`src/rtl/uart_pkg.sv`:
```
// Shared definitions for the UART transmit path: FSM state encoding, parity
// selection and serial line levels.
package uart_pkg;

    typedef enum logic [2:0] {
        IDLE   = 3'b000,
        START  = 3'b001,
        DATA   = 3'b010,
        PARITY = 3'b011,
        STOP   = 3'b100
    } tx_state_e;

    localparam logic EVEN      = 1'b0;
    localparam logic ODD       = 1'b1;

    localparam logic IDLE_BIT  = 1'b1;
    localparam logic START_BIT = 1'b0;
    localparam logic STOP_BIT  = 1'b1;

    // Bit-index counter width; kept at least 1 so a 1-bit frame still has a counter.
    function automatic int cnt_width(input int w);
        return (w > 1) ? $clog2(w) : 1;
    endfunction

endpackage

```
`src/rtl/uart_tx_parity_calc.sv`:
```
// Combinational parity generator: XOR-reduction of the data word, inverted
// when odd parity is selected.
module uart_tx_parity_calc #(
    parameter int DATA_WIDTH = 8
) (
    input  logic [DATA_WIDTH-1:0] data,
    input  logic                  par_typ,
    output logic                  par_bit
);
    import uart_pkg::*;

    assign par_bit = (par_typ == ODD) ? ~(^data) : (^data);

endmodule

```
`src/rtl/uart_tx_frame.sv`:
```
// UART transmit framer: one bit per CLK, frame = start, data LSB first,
// optional parity, stop. TX_OUT and BUSY are registered.
module uart_tx_frame #(
    parameter int DATA_WIDTH = 8
) (
    input  logic                  CLK,
    input  logic                  RST,
    input  logic [DATA_WIDTH-1:0] P_DATA,
    input  logic                  DATA_VALID,
    input  logic                  PAR_EN,
    input  logic                  PAR_TYP,
    output logic                  TX_OUT,
    output logic                  BUSY
);
    import uart_pkg::*;

    localparam int               CNT_W    = cnt_width(DATA_WIDTH);
    localparam logic [CNT_W-1:0] CNT_LAST = CNT_W'(DATA_WIDTH - 1);

    tx_state_e             state_q, state_nxt;
    logic [CNT_W-1:0]      cnt_q, cnt_nxt, cnt_inc;
    logic [DATA_WIDTH-1:0] data_q;
    logic                  par_en_q, par_typ_q, par_bit;
    logic                  tx_nxt, busy_nxt, load;

    uart_tx_parity_calc #(.DATA_WIDTH(DATA_WIDTH)) u_par (
        .data    (data_q),
        .par_typ (par_typ_q),
        .par_bit (par_bit)
    );

    assign cnt_inc = cnt_q + CNT_W'(1);

    // Outputs are computed for the state being entered, so the line level
    // and BUSY change on the same edge as the state register.
    always_comb begin
        state_nxt = state_q;
        cnt_nxt   = cnt_q;
        tx_nxt    = IDLE_BIT;
        busy_nxt  = 1'b0;
        load      = 1'b0;
        case (state_q)
            IDLE: begin
                if (DATA_VALID) begin
                    load      = 1'b1;
                    state_nxt = START;
                    tx_nxt    = START_BIT;
                    busy_nxt  = 1'b1;
                end
            end
            START: begin
                state_nxt = DATA;
                cnt_nxt   = '0;
                tx_nxt    = data_q[0];
                busy_nxt  = 1'b1;
            end
            DATA: begin
                busy_nxt = 1'b1;
                if (cnt_q == CNT_LAST) begin
                    if (par_en_q) begin
                        state_nxt = PARITY;
                        tx_nxt    = par_bit;
                    end else begin
                        state_nxt = STOP;
                        tx_nxt    = STOP_BIT;
                    end
                end else begin
                    cnt_nxt = cnt_inc;
                    tx_nxt  = data_q[cnt_inc];
                end
            end
            PARITY: begin
                state_nxt = STOP;
                tx_nxt    = STOP_BIT;
                busy_nxt  = 1'b1;
            end
            STOP: begin
                state_nxt = IDLE;
            end
            default: begin
                state_nxt = IDLE;
            end
        endcase
    end

    always_ff @(posedge CLK or negedge RST) begin
        if (!RST) begin
            state_q <= IDLE;
            cnt_q   <= '0;
            TX_OUT  <= IDLE_BIT;
            BUSY    <= 1'b0;
        end else begin
            state_q <= state_nxt;
            cnt_q   <= cnt_nxt;
            TX_OUT  <= tx_nxt;
            BUSY    <= busy_nxt;
        end
    end

    always_ff @(posedge CLK or negedge RST) begin
        if (!RST) begin
            data_q    <= '0;
            par_en_q  <= 1'b0;
            par_typ_q <= 1'b0;
        end else if (load) begin
            data_q    <= P_DATA;
            par_en_q  <= PAR_EN;
            par_typ_q <= PAR_TYP;
        end
    end

endmodule
```
`config.mk`:
```
export PLATFORM = sky130hd
export DESIGN_NAME = uart_tx_frame
export DESIGN_NICKNAME = d
export VERILOG_FILES = /design/src/rtl/uart_pkg.sv /design/src/rtl/uart_tx_parity_calc.sv /design/src/rtl/uart_tx_frame.sv
export SDC_FILE = /design/constraint.sdc
export NUM_CORES = 1
export LEC_CHECK = 0
export CAP_MARGIN = 20
export CORE_MARGIN = 2
export CORE_UTILIZATION = 35
export DETAILED_ROUTE_END_ITERATION = 6
export PLACE_DENSITY_LB_ADDON = 0.15
export SETUP_SLACK_MARGIN = 0.4
export SLEW_MARGIN = 20
export SYNTH_ARGS = -nofsm -noshare
export SYNTH_HDL_FRONTEND = slang
export SYNTH_SLANG_ARGS = --single-unit
```
`constraint.sdc`:
```
create_clock -name CLK -period 3.6 [get_ports CLK]
set_clock_uncertainty 0.05 [all_clocks]
set_input_delay 0.9 -clock CLK [delete_from_list [all_inputs] [get_ports CLK]]
set_output_delay 0.9 -clock CLK [all_outputs]
set_load 0.01 [all_outputs]
```
==> metrics.md <==
| Metric | Value |
|---|---|
| TritonCTS clock tree | built |
| DRC violations left | 0 |
| RSZ-0062 raised after global routing | false |
| Layout area overhead | 20.1% |
| Max Slew Vio Count | 0 |
| Min cycle time layout | 2.29 ns |
| WL final | 1450 um |
| First-pass GRT wire length | 2620 um |
| Hold Crit Class | flip-flop to flip-flop |
| Fillers | 247 |
| Final Cycle Share | 0.636 |
| Initial Util | 0.373 |
| Via count | 590 |
| Crit path DAT | between 1 and 1.5 ns |
| Crit path max fanout | 1 |
| Drt via density | 4.96 |
| Synthesized area | 933 um^2 |
| Synthesized area per cell | 12.4 um^2 |
| I/O pin count | 15 |
| Worst R2R End | TX_OUT$_DFF_PN1_ |
| Post-synthesis register bit count | 18 |
| Buf/Inv on CP | 1 |
| Final setup fails | 0 |
| Initial antenna violation count | 0 |
| Total power per unit cell area | between 900 and 1000 mW/mm^2 |
| Wire per inst | 12.2 um |
| Finished Cell Area | between 0.001 and 0.0015 mm^2 |
| Setup TNS | 0 ns |
| Antenna diodes | 0 |
| Hold path endpoint | cnt_q[2]$_DFFE_PN0P_ |
| Placed cell area | 0.00108 mm^2 |
| Crit-path slowest cell | dfstp_2 |
| Sink Count | 18 |
| Htree depth | 1 |
| First-pass detailed-route iteration total | 4 |
| Worst-Margin Slew | 0.775 ns |
| Synth top area share | 0.456 |
| Max stage delay on crit path | ~0.53 ns |
| FF+latch area | 452 um^2 |
| Worst path depth | 1 |
| Nets | 105 |
| Slew headroom | 0.481 |
| Vias in the first global route | about 550 |
| Core area | 0.00250 mm^2 |
| Die ar. | 0.00310 mm^2 |
| Largest net degree at the start of global routing | 19 |
| Tot Pwr | 1.07 mW |
| GRT overflow | 0 |
| Maximum vdd drop | around 570 uV |
| Hold Startpoint | cnt_q[2]$_DFFE_PN0P_ |
| Cells on worst reg2reg path | 7 |
| Row count | 18 |
| CTS root buffer | clkbuf_4 |
| Die Wd | 55.6 um |
| CTS Buf Count | 3 |
| Netlist cell types | 26 |
| Status | completed |
| R2r setup slk | ~1.5 ns |
| WP data required | about 2.7 ns |
| CP startpoint kind | flip-flop |
| Cell count after synthesis | 75 |
| Antenna Nets Post-Route | 0 |
| Setup repair bufs after CTS | 0 |
| Synthesized Nets | 90 |
| Post-CTS sizing | 0 |
| Ys Warns | 0 |
| CP Capture Type | output port |
| Multi-input combinational cell area | 448 um^2 |
| Die Y | 55.6 um |
| Largest delay share family, worst path | flip-flops |
| DR iter-0 viols | 3 |
| Final Hold Viols | 0 |
| Top cells by area, synth | dfrtp_1 46%, mux2_2 13%, a22o_1 4.7% |
| Dominant cell type by area after synthesis | dfrtp_1 |
| Worst flop-to-flop path startpoint | cnt_q[0]$_DFFE_PN0P_ |
| Critical path class | flip-flop to output port |
| Layout cells sized above 1 | 0.225 |
| RD Place Congestion | approximately 0.83 |
| Clock Latency Late Sink | a little under 0.3 ns |
| Longest Clk Path Bufs | 2 |
| Post-DP HPWL | 1110 um |
| Leakage | 0.468 nW |
| Clock-pin slew on the worst setup and hold paths | 0.10 ns |
| WHS Path Cells | 1 |
| PortBufs | 14 |
| Critical path cell sequence | clkdlybuf4s50_1 |
| FMAX | approximately 0.44 GHz |
| MaxCap Viol Count | 0 |
| GRT Total Usage | 0.111 |
| Post-synthesis sequential area ratio | 0.484 |
| # hold bufs at CTS | 0 |
## through the flow
stage	instances	setup slack [ns]	util	hold WS, ns
floorplan	75	1.67	-	0.443
global placement	115	1.06	0.434	0.475
detailed placement	115	1.03	0.434	0.476
CTS	119	1.29	0.448	0.500
global route	119	1.25	0.448	0.519
finish	119	1.31	0.448	0.501
## worst register-to-register path, cell delays in order, from the launching register on
cell       delay, ns
dfrtp_1         0.45
ha_1            0.22
ha_1            0.37
mux2i_1         0.15
mux4_2          0.47
nand2_1         0.08
o2111ai_1       0.11
nand3_1         0.11
## synthesized netlist by cell type, drive strengths merged
library cell and instances:
dfstp 1, inv 2, a21oi 2, nand2 3, dfrtp 17, or2 1, nor3 3, o2111ai 1
mux4 1, a31oi 1, nand3 1, mux2i 4, ha 2, nor2b 1, nor2 3, and2 1
a22o 5, o21ai 3, mux2 11, xor2 1, xnor2 5, xnor3 1, buf 4, nor3b 1
## kinds of logic (layout without fill, tap and decap cells)
family                   after synthesis  after routing  share of synthesized area
flip-flops                            18             18                      0.484
multiplexers                          16             16                      0.200
AND/OR/NAND/NOR                       14             14                     0.0737
AO/OA/AOI/OAI                         12             12                     0.0898
XOR/XNOR                               7              7                     0.0898
buffers and inverters                  6             20                     0.0362
adder cells (fa/ha/maj)                2              2                     0.0268
## worst max path at each step
stage | slack [ns] | startpoint | endpoint
floorplan | 1.67 | cnt_q[0]$_DFFE_PN0P_ | TX_OUT$_DFF_PN1_
global placement | 1.06 | DATA_VALID | data_q[0]$_DFFE_PN0P_
detailed placement | 1.03 | DATA_VALID | data_q[0]$_DFFE_PN0P_
CTS | 1.29 | TX_OUT$_DFF_PN1_ | TX_OUT
global route | 1.25 | TX_OUT$_DFF_PN1_ | TX_OUT
finish | 1.31 | TX_OUT$_DFF_PN1_ | TX_OUT
## area by class of cell
type / instances / share of cell area
Multi-Input combinational cell: 51 / 0.400
Inverter: 2 / 0.00670
Clock buffer: 4 / 0.0324
Tap cell: 30 / 0.0335
Timing Repair Buffer: 14 / 0.125
Sequential cell: 18 / 0.403
## sequential cells by signal, summed over array words and instances (netlist names)
register and count:
par_typ_q 1, TX_OUT 1, cnt_q 3, state_q 3
par_en_q 1, data_q 8, BUSY 1
## metal layers
| metal | track usage | vias to the layer above | part of all wire |
|---|---|---|---|
| met2 | 0.160 | 15 | 0.43 |
| met5 | 0 | - | 0 |
| met1 | 0.146 | 279 | 0.50 |
| met3 | 0.0442 | 2 | 0.062 |
| met4 | 0.0523 | 0 | 0.015 |
| li1 | - | 294 | - |
## cell usage in the layout, fill, tap and decap left out
master	n
xnor2_2	1
a21oi_1	2
clkdlybuf4s50_1	14
dfstp_2	1
xor2_1	1
o21ai_0	3
clkbuf_4	3
nor2b_1	1
a31oi_1	1
nand2_1	3
clkbuf_8	1
ha_1	2
nor2_1	3
and2_1	1
nor3b_1	1
inv_1	2
o2111ai_1	1
xnor3_2	1
a22o_1	5
nand3_1	1
xnor2_1	4
dfrtp_1	17
mux4_2	1
or2_2	1
mux2i_1	4
mux2_2	11
nor3_1	3
## power breakdown
part | switching [mW] | leakage, nW | internal, mW | total [mW]
registers | 0.105 | 0.217 | 0.302 | 0.408
clock network | 0.0622 | 0.0210 | 0.0617 | 0.124
logic | 0.187 | 0.231 | 0.349 | 0.536
total | 0.354 | 0.468 | 0.714 | 1.07
Note: power is estimated with default switching activity, not from simulation.
